### config.mk
export PLATFORM = sky130hd
export DESIGN_NAME = fetch_pc_ctrl
export DESIGN_NICKNAME = d
export VERILOG_FILES = /design/src/rtl/fetch_pc_ctrl_pkg.sv /design/src/rtl/fetch_pc_ctrl_bht.sv /design/src/rtl/fetch_pc_ctrl.sv
export SDC_FILE = /design/constraint.sdc
export NUM_CORES = 1
export LEC_CHECK = 0
export CORE_MARGIN = 2
export CORE_UTILIZATION = 40
export CTS_BUF_LIST = sky130_fd_sc_hd__clkbuf_16
export DETAILED_ROUTE_END_ITERATION = 7
export RECOVER_POWER = 50
export SLEW_MARGIN = 10
export SYNTH_ARGS = -nofsm -noshare
export SYNTH_HDL_FRONTEND = slang
export SYNTH_SLANG_ARGS = --single-unit
### constraint.sdc
create_clock -name clk_i -period 26.1 [get_ports clk_i]
set_input_delay 6.525 -clock clk_i [delete_from_list [all_inputs] [get_ports clk_i]]
set_output_delay 6.525 -clock clk_i [all_outputs]
set_load 0.02 [all_outputs]
### src/rtl/fetch_pc_ctrl_pkg.sv
// Shared constants and types for the fetch PC controller and its branch predictor.
package fetch_pc_ctrl_pkg;

  localparam logic [6:0] OpBranch = 7'h63;
  localparam logic [6:0] OpJal    = 7'h6F;
  localparam logic [6:0] OpJalr   = 7'h67;

  localparam logic [31:0] DefaultResetPc = 32'h0000_0000;

  typedef enum logic [1:0] {
    CntSnt = 2'b00,
    CntWnt = 2'b01,
    CntWt  = 2'b10,
    CntSt  = 2'b11
  } cnt_e;

  // Saturating 2-bit counter step toward taken (up=1) or not-taken (up=0).
  function automatic cnt_e cnt_step(input cnt_e c, input logic up);
    cnt_e r;
    r = c;
    unique case (c)
      CntSnt: r = up ? CntWnt : CntSnt;
      CntWnt: r = up ? CntWt  : CntSnt;
      CntWt:  r = up ? CntSt  : CntWnt;
      CntSt:  r = up ? CntSt  : CntWt;
      default: r = CntWnt;
    endcase
    return r;
  endfunction

endpackage

### src/rtl/fetch_pc_ctrl_bht.sv
// Direct-mapped 2-bit counter table plus BTB: one combinational read port, one synchronous write.
module bht_btb
  import fetch_pc_ctrl_pkg::*;
#(
  parameter int unsigned Entries = 16
) (
  input  logic        clk_i,
  input  logic        rst_i,
  input  logic [31:0] rd_pc_i,
  output logic        rd_hit_o,
  output cnt_e        rd_cnt_o,
  output logic [31:0] rd_target_o,
  input  logic        we_i,
  input  logic [31:0] wr_pc_i,
  input  logic        wr_taken_i,
  input  logic [31:0] wr_target_i
);

  localparam int unsigned IdxW = $clog2(Entries);
  localparam int unsigned TagW = 32 - IdxW - 2;

  cnt_e              cnt_q    [Entries];
  logic              valid_q  [Entries];
  logic [TagW-1:0]   tag_q    [Entries];
  logic [31:0]       target_q [Entries];

  logic [IdxW-1:0] rd_idx, wr_idx;
  logic [TagW-1:0] rd_tag, wr_tag;
  logic            unused_lsbs;

  assign rd_idx      = rd_pc_i[IdxW+1:2];
  assign rd_tag      = rd_pc_i[31:IdxW+2];
  assign wr_idx      = wr_pc_i[IdxW+1:2];
  assign wr_tag      = wr_pc_i[31:IdxW+2];
  assign unused_lsbs = ^{rd_pc_i[1:0], wr_pc_i[1:0]};

  // Reads see registered state, so a same-cycle write to the read index is not visible yet.
  assign rd_hit_o    = valid_q[rd_idx] && (tag_q[rd_idx] == rd_tag);
  assign rd_cnt_o    = cnt_q[rd_idx];
  assign rd_target_o = target_q[rd_idx];

  always_ff @(posedge clk_i) begin
    if (rst_i) begin
      for (int i = 0; i < int'(Entries); i++) begin
        cnt_q[i]   <= CntWnt;
        valid_q[i] <= 1'b0;
      end
    end else if (we_i) begin
      cnt_q[wr_idx] <= cnt_step(cnt_q[wr_idx], wr_taken_i);
      if (wr_taken_i) begin
        valid_q[wr_idx]  <= 1'b1;
        tag_q[wr_idx]    <= wr_tag;
        target_q[wr_idx] <= wr_target_i;
      end
    end
  end

endmodule

### src/rtl/fetch_pc_ctrl.sv
// Fetch PC register with BHT/BTB next-PC prediction and execute-stage mispredict redirect.
module fetch_pc_ctrl
  import fetch_pc_ctrl_pkg::*;
#(
  parameter logic [31:0] RESET_PC    = DefaultResetPc,
  parameter int unsigned BHT_ENTRIES = 16
) (
  input  logic        clk_i,
  input  logic        rst_i,
  input  logic        stall_i,
  input  logic        ex_valid_i,
  input  logic        ex_ctrl_i,
  input  logic        ex_taken_i,
  input  logic [31:0] ex_pc_i,
  input  logic [31:0] ex_target_i,
  input  logic        ex_pred_taken_i,
  input  logic [31:0] ex_pred_target_i,
  output logic [31:0] pc_o,
  output logic        pred_taken_o,
  output logic [31:0] pred_target_o,
  output logic        flush_o
);

  logic [31:0] pc_q, pc_d;
  logic        rd_hit;
  cnt_e        rd_cnt;
  logic [31:0] rd_target;
  logic        ex_resolve, mispredict, tbl_we;
  logic [31:0] ex_fix_pc;

  bht_btb #(
    .Entries (BHT_ENTRIES)
  ) u_bht_btb (
    .clk_i       (clk_i),
    .rst_i       (rst_i),
    .rd_pc_i     (pc_q),
    .rd_hit_o    (rd_hit),
    .rd_cnt_o    (rd_cnt),
    .rd_target_o (rd_target),
    .we_i        (tbl_we),
    .wr_pc_i     (ex_pc_i),
    .wr_taken_i  (ex_taken_i),
    .wr_target_i (ex_target_i)
  );

  assign ex_resolve = ex_valid_i && ex_ctrl_i;
  assign mispredict = ex_resolve && ((ex_taken_i != ex_pred_taken_i) ||
                                     (ex_taken_i && (ex_target_i != ex_pred_target_i)));
  assign ex_fix_pc  = ex_taken_i ? ex_target_i : ex_pc_i + 32'd4;
  // Reset on the same edge suppresses the table write.
  assign tbl_we     = ex_resolve && !rst_i;

  always_comb begin
    pc_o          = pc_q;
    pred_taken_o  = rd_hit && ((rd_cnt == CntWt) || (rd_cnt == CntSt));
    pred_target_o = pred_taken_o ? rd_target : pc_q + 32'd4;
    flush_o       = mispredict;
    pc_d          = pred_target_o;
    if (mispredict) begin
      pc_d = ex_fix_pc;
    end else if (stall_i) begin
      pc_d = pc_q;
    end
  end

  always_ff @(posedge clk_i) begin
    if (rst_i) begin
      pc_q <= RESET_PC;
    end else begin
      pc_q <= pc_d;
    end
  end

endmodule

==> reports/qor.txt, run 1 <==
outcome: finished with violations
failing checks: capacitance limit, slew limit
Reg clk slew, reported paths: 0.06 ns
gpl congestion: 0.870
Power Internal: 0.00267 W
Core Rows: 117
sequential share of power: 52.0%
FILL cells: 8695
Area Overhead vs Synth: 16.0%
WL met3: 12.2 mm
antenna-violating nets left: 0
grt ovf: 0
post_cts resized: 0
critical path's slowest cell: nor4_2
cts bufs inserted: 103
post-synth top area share: 69.7%
clock network power share: 39.3%
required time of the critical path: 19.58 ns
DP Wirelength: 72.5 mm
area occupied by multi-input gates: 11000 sq um
Syn Area/Cell: 19.5 sq um
Max VDD drop: 0.0000457 V
crit path max fanout: 24
first-pass GRT wire length: 172 mm
largest net degree at the start of global routing: 115
library cells used by synthesis: 65
met2 wire length: 56.4 mm
Sw Share: 23.2%
mapped cell area: 41400 sq um
Total Nets Final: 2469
Synth warnings: 0
I/O pins: 169
vias in the first global route: 22900
root buf cell: clkbuf_16
Sw Pwr: 0.000804 W
RSZ-0062 raised after global routing: false
worst-margin pin slew: 1.77 ns
H-tree Lvls: 3
Slew Limit Fails: 54
hold_ws: 0.458 ns
layout cells sized above 1: 21.6%
worst path cell trace: dlygate4sd3_1, clkbuf_1, xor2_1, nor4_2, nand4_1, nor4_1, a21o_1, buf_4, inv_1, clkdlybuf4s50_1
CTS Sinks: 1012
max layer used: met5
CTS hold repair buffers: 0
Worst Setup Start Kind: input pin
number of vias per cell: 6.03
initial core utilization: 40.5%
Min-Delay Endpoint: u_bht_btb.valid_q[9]
Power per Cell Area: 72.3 nW/um^2
Slew HR: -18.1%
Vias: 23000
clk_skew: 0.0384 ns
flops & latches, synth: 1012
clk_lat worst skew: 0.70 ns
largest area contributor in the netlist: edfxtp_1
r2r setup slk: 19.37 ns
combinational share of power: 8.6%
post-CTS setup buffers: 0
CP Class: in2out
Hold Startpoint: u_bht_btb.valid_q[9]
reg2reg path depth: 11
CP Depth: 10
delay-heaviest family, CP: buffers and inverters
initial antenna violation count: 13
most common cell after layout, fill and taps aside: edfxtp_1
WL final: 122 mm
Worst Hold Class: reg2reg
total negative slack: 0 ns
FF/Latch Area: 29900 sq um
Setup Viol. Count Final: 0
CP arrival: 10.63 ns
Core Box Area: 102000 sq um
Critical Path Max Stage Delay: 0.89 ns
Crit path buffers/inverters: 5
sequential area share after synthesis: 72.2%
Metal-1 WL: 50.5 mm
per-cell routed wire length: 32.0 microns
TritonCTS clock tree: done
Syn Nets: 2230
Synth area leaders: edfxtp_1 70%, mux4_2 14%, dfxtp_1 2.5%
Post-synth EDFFs: 960
top_reg_cell synth: edfxtp_1
crit path time final: 17.16 ns
P_leak: 15.4 nW
Die Wd: 326 microns
gr usage total: 22.9%
Die H: 326 microns
Post-Syn Instances: 2122
input/output buffers: 168
DRT iter0 DRCs: 3305
critical path endpoint category: output port
hold depth: 1
Max Root-Sink Buffers: 3
DRC Markers: 0
full die area: 106000 sq um
most frequent cells in the layout: 960 x edfxtp_1, 261 x mux4_2, 104 x clkbuf_16, 84 x nand2_1, 84 x dlygate4sd3_1
Post-synth ARST share: 0%
DR pass1 iterations: 6
RR Endpoint: pc_o[16]
final hold vios: 0
maximum clock frequency: 58.3 MHz
fin crit share: 65.7%
MaxCap Viol Count: 3
Pwr Total: 0.00347 W
## state kept, by name, summed over array words and instances (netlist names), named ones only
register / flops
u_bht_btb.target_q: 512
u_bht_btb.tag_q: 416
pc_o: 32
u_bht_btb.cnt_q: 32
u_bht_btb.valid_q: 16
## metrics by stage
stage	instances	worst slack, ns	cell area [sq um]	utilization [%]
finish	3822	8.94	48000	47.0
floorplan	2122	11.91	41400	-
CTS	3817	9.13	48100	47.0
detailed placement	3624	9.15	45000	44.0
global route	3817	8.56	48000	47.0
global placement	3624	9.18	45000	44.0
## cells by family (layout without fill, tap and decap cells)
group	after synthesis	in the layout	synth area share, %
buffers and inverters	134	461	1.49
flip-flops	1012	1012	72.2
XOR/XNOR	103	103	2.18
adder cells (fa/ha/maj)	7	7	0.200
other	0	5	0
AND/OR/NAND/NOR	318	318	3.83
multiplexers	363	363	16.9
AO/OA/AOI/OAI	185	185	3.20
## worst max path at each step
| stage | from | endpoint | slack [ns] |
|---|---|---|---|
| after detailed placement | ex_target_i[26] | flush_o | 9.15 |
| final | ex_target_i[15] | flush_o | 8.94 |
| after global placement | ex_target_i[26] | flush_o | 9.18 |
| after global routing | ex_target_i[15] | flush_o | 8.56 |
| after floorplan | ex_pred_target_i[22] | flush_o | 11.91 |
| after CTS | ex_target_i[26] | flush_o | 9.13 |
## cells in the mapped netlist (13+ instances only)
library cell	count
and3_1	18
clkbuf_1	61
nand3_1	30
nor4_1	17
nor3_1	44
a22oi_1	14
a21oi_1	24
mux2i_1	60
xnor2_1	51
o22ai_1	13
a21o_1	31
nand2_1	84
buf_2	32
a221o_1	15
o21ai_0	39
nand4_1	26
mux4_2	261
edfxtp_1	960
nor2_1	59
dfxtp_1	52
mux2_2	33
xor2_1	52
## power by group through the flow
stage | registers (W) | clock network (W) | logic [W]
floorplan | 0.00183 | 0 | 0.000182
global placement | 0.00184 | 0 | 0.000298
detailed placement | 0.00184 | 0 | 0.000302
CTS | 0.00181 | 0.00138 | 0.000303
global route | 0.00181 | 0.00145 | 0.000315
finish | 0.00181 | 0.00137 | 0.000299
## routing by layer
metal	track usage [%]	up-vias
li1	-	9242
met1	33.2	12200
met2	35.1	1344
met3	4.83	204
met4	6.58	6
met5	0	-
## cell type report
type	instances	area share, %
flip-flops and latches	1012	62.3
multi-input cells	976	22.9
clock buffers	104	5.42
repair buffers	253	4.68
well taps	1368	3.57
clock inverters	89	1.06
inverters	15	0.123
diodes	5	0.0261
No activity file was read; power rests on OpenSTA's default activity.
==> inputs of run 2 (changes only) <==
Clock period 26.1 ns to 14.4 ns, I/O delays scaled along.
==> run 2 against run 1 <==
Compared with the run above:
- the run now ends clean
- via count down 1.2%
- combinational power up 78%
- worst hold slack worse by 0.0041 ns
- count of clock-buffer cells in the layout up 2
- critical path type unchanged
==> reports/qor.txt, run 2 (synthesized netlist as in run 1, its figures left out) <==
outcome: finished, final reports clean
Core Rows: 117
CP Depth: 9
antenna-violating nets left: 0
gpl congestion: 0.847
combinational share of power: 8.3%
fin crit share: 80.6%
worst slack, placed: 3.06 ns
Vias: 22800
Setup Viol. Count Final: 0
final hold vios: 0
RR Endpoint: pc_o[24]
clock network power share: 40.7%
delay-heaviest family, CP: buffers and inverters
Power per Cell Area: 133 nW/um^2
r2r setup slk: 8.48 ns
Die Wd: 326 microns
required time of the critical path: 10.80 ns
full die area: 106000 sq um
crit path time final: 11.61 ns
Crit path buffers/inverters: 4
Total Nets Final: 2468
layout cells sized above 1: 21.9%
CTS hold repair buffers: 0
RSZ-0062 raised after global routing: false
per-cell routed wire length: 31.6 microns
DP Wirelength: 72.0 mm
Critical Path Max Stage Delay: 0.83 ns
Final WS setup: 2.79 ns
Biggest register: u_bht_btb.target_q
vias in the first global route: 22600
Critical Path End: flush_o
Max Root-Sink Buffers: 3
P_leak: 15.5 nW
most common cell after layout, fill and taps aside: edfxtp_1
Crit. Startpoint: ex_target_i[15]
post_cts resized: 0
Worst Setup Start Kind: input pin
Power Internal: 0.00498 W
initial core utilization: 40.5%
area occupied by multi-input gates: 10900 sq um
TritonCTS clock tree: done
Core Box Area: 102000 sq um
post-CTS setup buffers: 0
Pwr Total: 0.00643 W
Sw Pwr: 0.00144 W
largest registers: u_bht_btb.target_q x512, u_bht_btb.tag_q x416
H-tree Lvls: 3
Slew HR: 6.02%
I/O pins: 169
first-pass GRT wire length: 170 mm
total negative slack: 0 ns
worst-margin pin slew: 1.41 ns
input/output buffers: 168
Largest register FFs: 512
root buf cell: clkbuf_16
FILL cells: 8633
CP Class: in2out
clk_lat worst skew: 0.68 ns
MaxCap Viol Count: 0
cell area after layout: 48200 sq um
crit path max fanout: 24
clk_skew: 0.0434 ns
FF/Latch Area: 29900 sq um
number of vias per cell: 5.96
Max VDD drop: 0.0000982 V
DR pass1 iterations: 5
cts bufs inserted: 104
initial antenna violation count: 20
hold_ws: 0.454 ns
DRT iter0 DRCs: 3121
Area after DPL: 45000 sq um
most frequent cells in the layout: 960 x edfxtp_1, 261 x mux4_2, 106 x clkbuf_16, 92 x dlygate4sd3_1, 84 x nand2_1
Reg clk slew, reported paths: 0.06 ns
largest net degree at the start of global routing: 124
gr usage total: 22.6%
grt ovf: 0
maximum clock frequency: 86.2 MHz
critical path's slowest cell: nor4_2
CP arrival: 8.01 ns
DRC Markers: 0
sequential share of power: 51.0%
reg2reg path depth: 10
Area Overhead vs Synth: 16.5%
Die H: 326 microns
Sw Share: 22.5%
CTS Sinks: 1012
worst path cell trace: dlygate4sd3_1, clkbuf_1, xor2_1, nor4_2, nand4_1, nor4_1, a21o_1, inv_1, clkdlybuf4s50_1
Worst Hold Class: reg2reg
critical path endpoint category: output port
WL final: 121 mm
Slew Limit Fails: 0
-- run 2: cell count changes in the layout (fill, tap and decap cells not counted), moves of 5 or more --
cell             delta
clkdlybuf4s50_1     -8
inv_1              -13
bufinv_16           +7
clkinv_2            +9
dlygate4sd3_1       +8
buf_4               -5
-- run 2: final cells by class --
cell class / instances / share of cell area (%)
inverters: 15 / 0.122
multi-input cells: 976 / 22.7
well taps: 1368 / 3.55
clock inverters: 85 / 1.42
repair buffers: 251 / 4.64
diodes: 5 / 0.0260
flip-flops and latches: 1012 / 62.0
clock buffers: 106 / 5.51
-- run 2: worst reg2reg max path: stages, from the launching register on --
cell      delay [ns]
dfxtp_4         0.84
buf_12          0.70
mux2_2          0.77
o221a_2         0.31
a21oi_1         0.27
o21ai_0         0.12
a2111o_1        0.50
nor4_4          0.51
nand4_4         0.80
mux2_4          0.66
a221o_1         0.33
-- run 2: how the worst min path moves through the flow --
stage,from,to,slack (ns),cells past startpoint
after floorplan,u_bht_btb.valid_q[15],u_bht_btb.valid_q[15],0.43,1
after global placement,u_bht_btb.valid_q[6],u_bht_btb.valid_q[6],0.44,1
after detailed placement,u_bht_btb.valid_q[1],u_bht_btb.valid_q[1],0.44,1
after CTS,u_bht_btb.valid_q[1],u_bht_btb.valid_q[1],0.45,1
after global routing,u_bht_btb.valid_q[1],u_bht_btb.valid_q[1],0.46,1
final,u_bht_btb.valid_q[1],u_bht_btb.valid_q[1],0.45,1
-- run 2: metrics by stage --
step	util, %	instances
final	47.2	3818
after global routing	47.1	3813
after CTS	47.3	3813
after detailed placement	44.0	3622
after global placement	44.0	3622
after floorplan	-	2122
-- run 2: power by group through the flow --
stage          sequential [W]  clock [W]  combinational [W]
2_1_floorplan         0.00332          0           0.000330
3_3_place_gp          0.00334          0           0.000536
5_1_grt               0.00328    0.00277           0.000564
3_5_place_dp          0.00334          0           0.000541
4_1_cts               0.00327    0.00266           0.000543
6_report              0.00327    0.00262           0.000533
-- run 2: layer usage --
layer / routed length, microns / global-route usage [%] / vias up
met5: 59 / 0 / -
met4: 2760 / 5.27 / 10
met3: 12100 / 5.66 / 181
met2: 55800 / 34.7 / 1216
met1: 50100 / 32.6 / 12100
li1: - / - / 9241
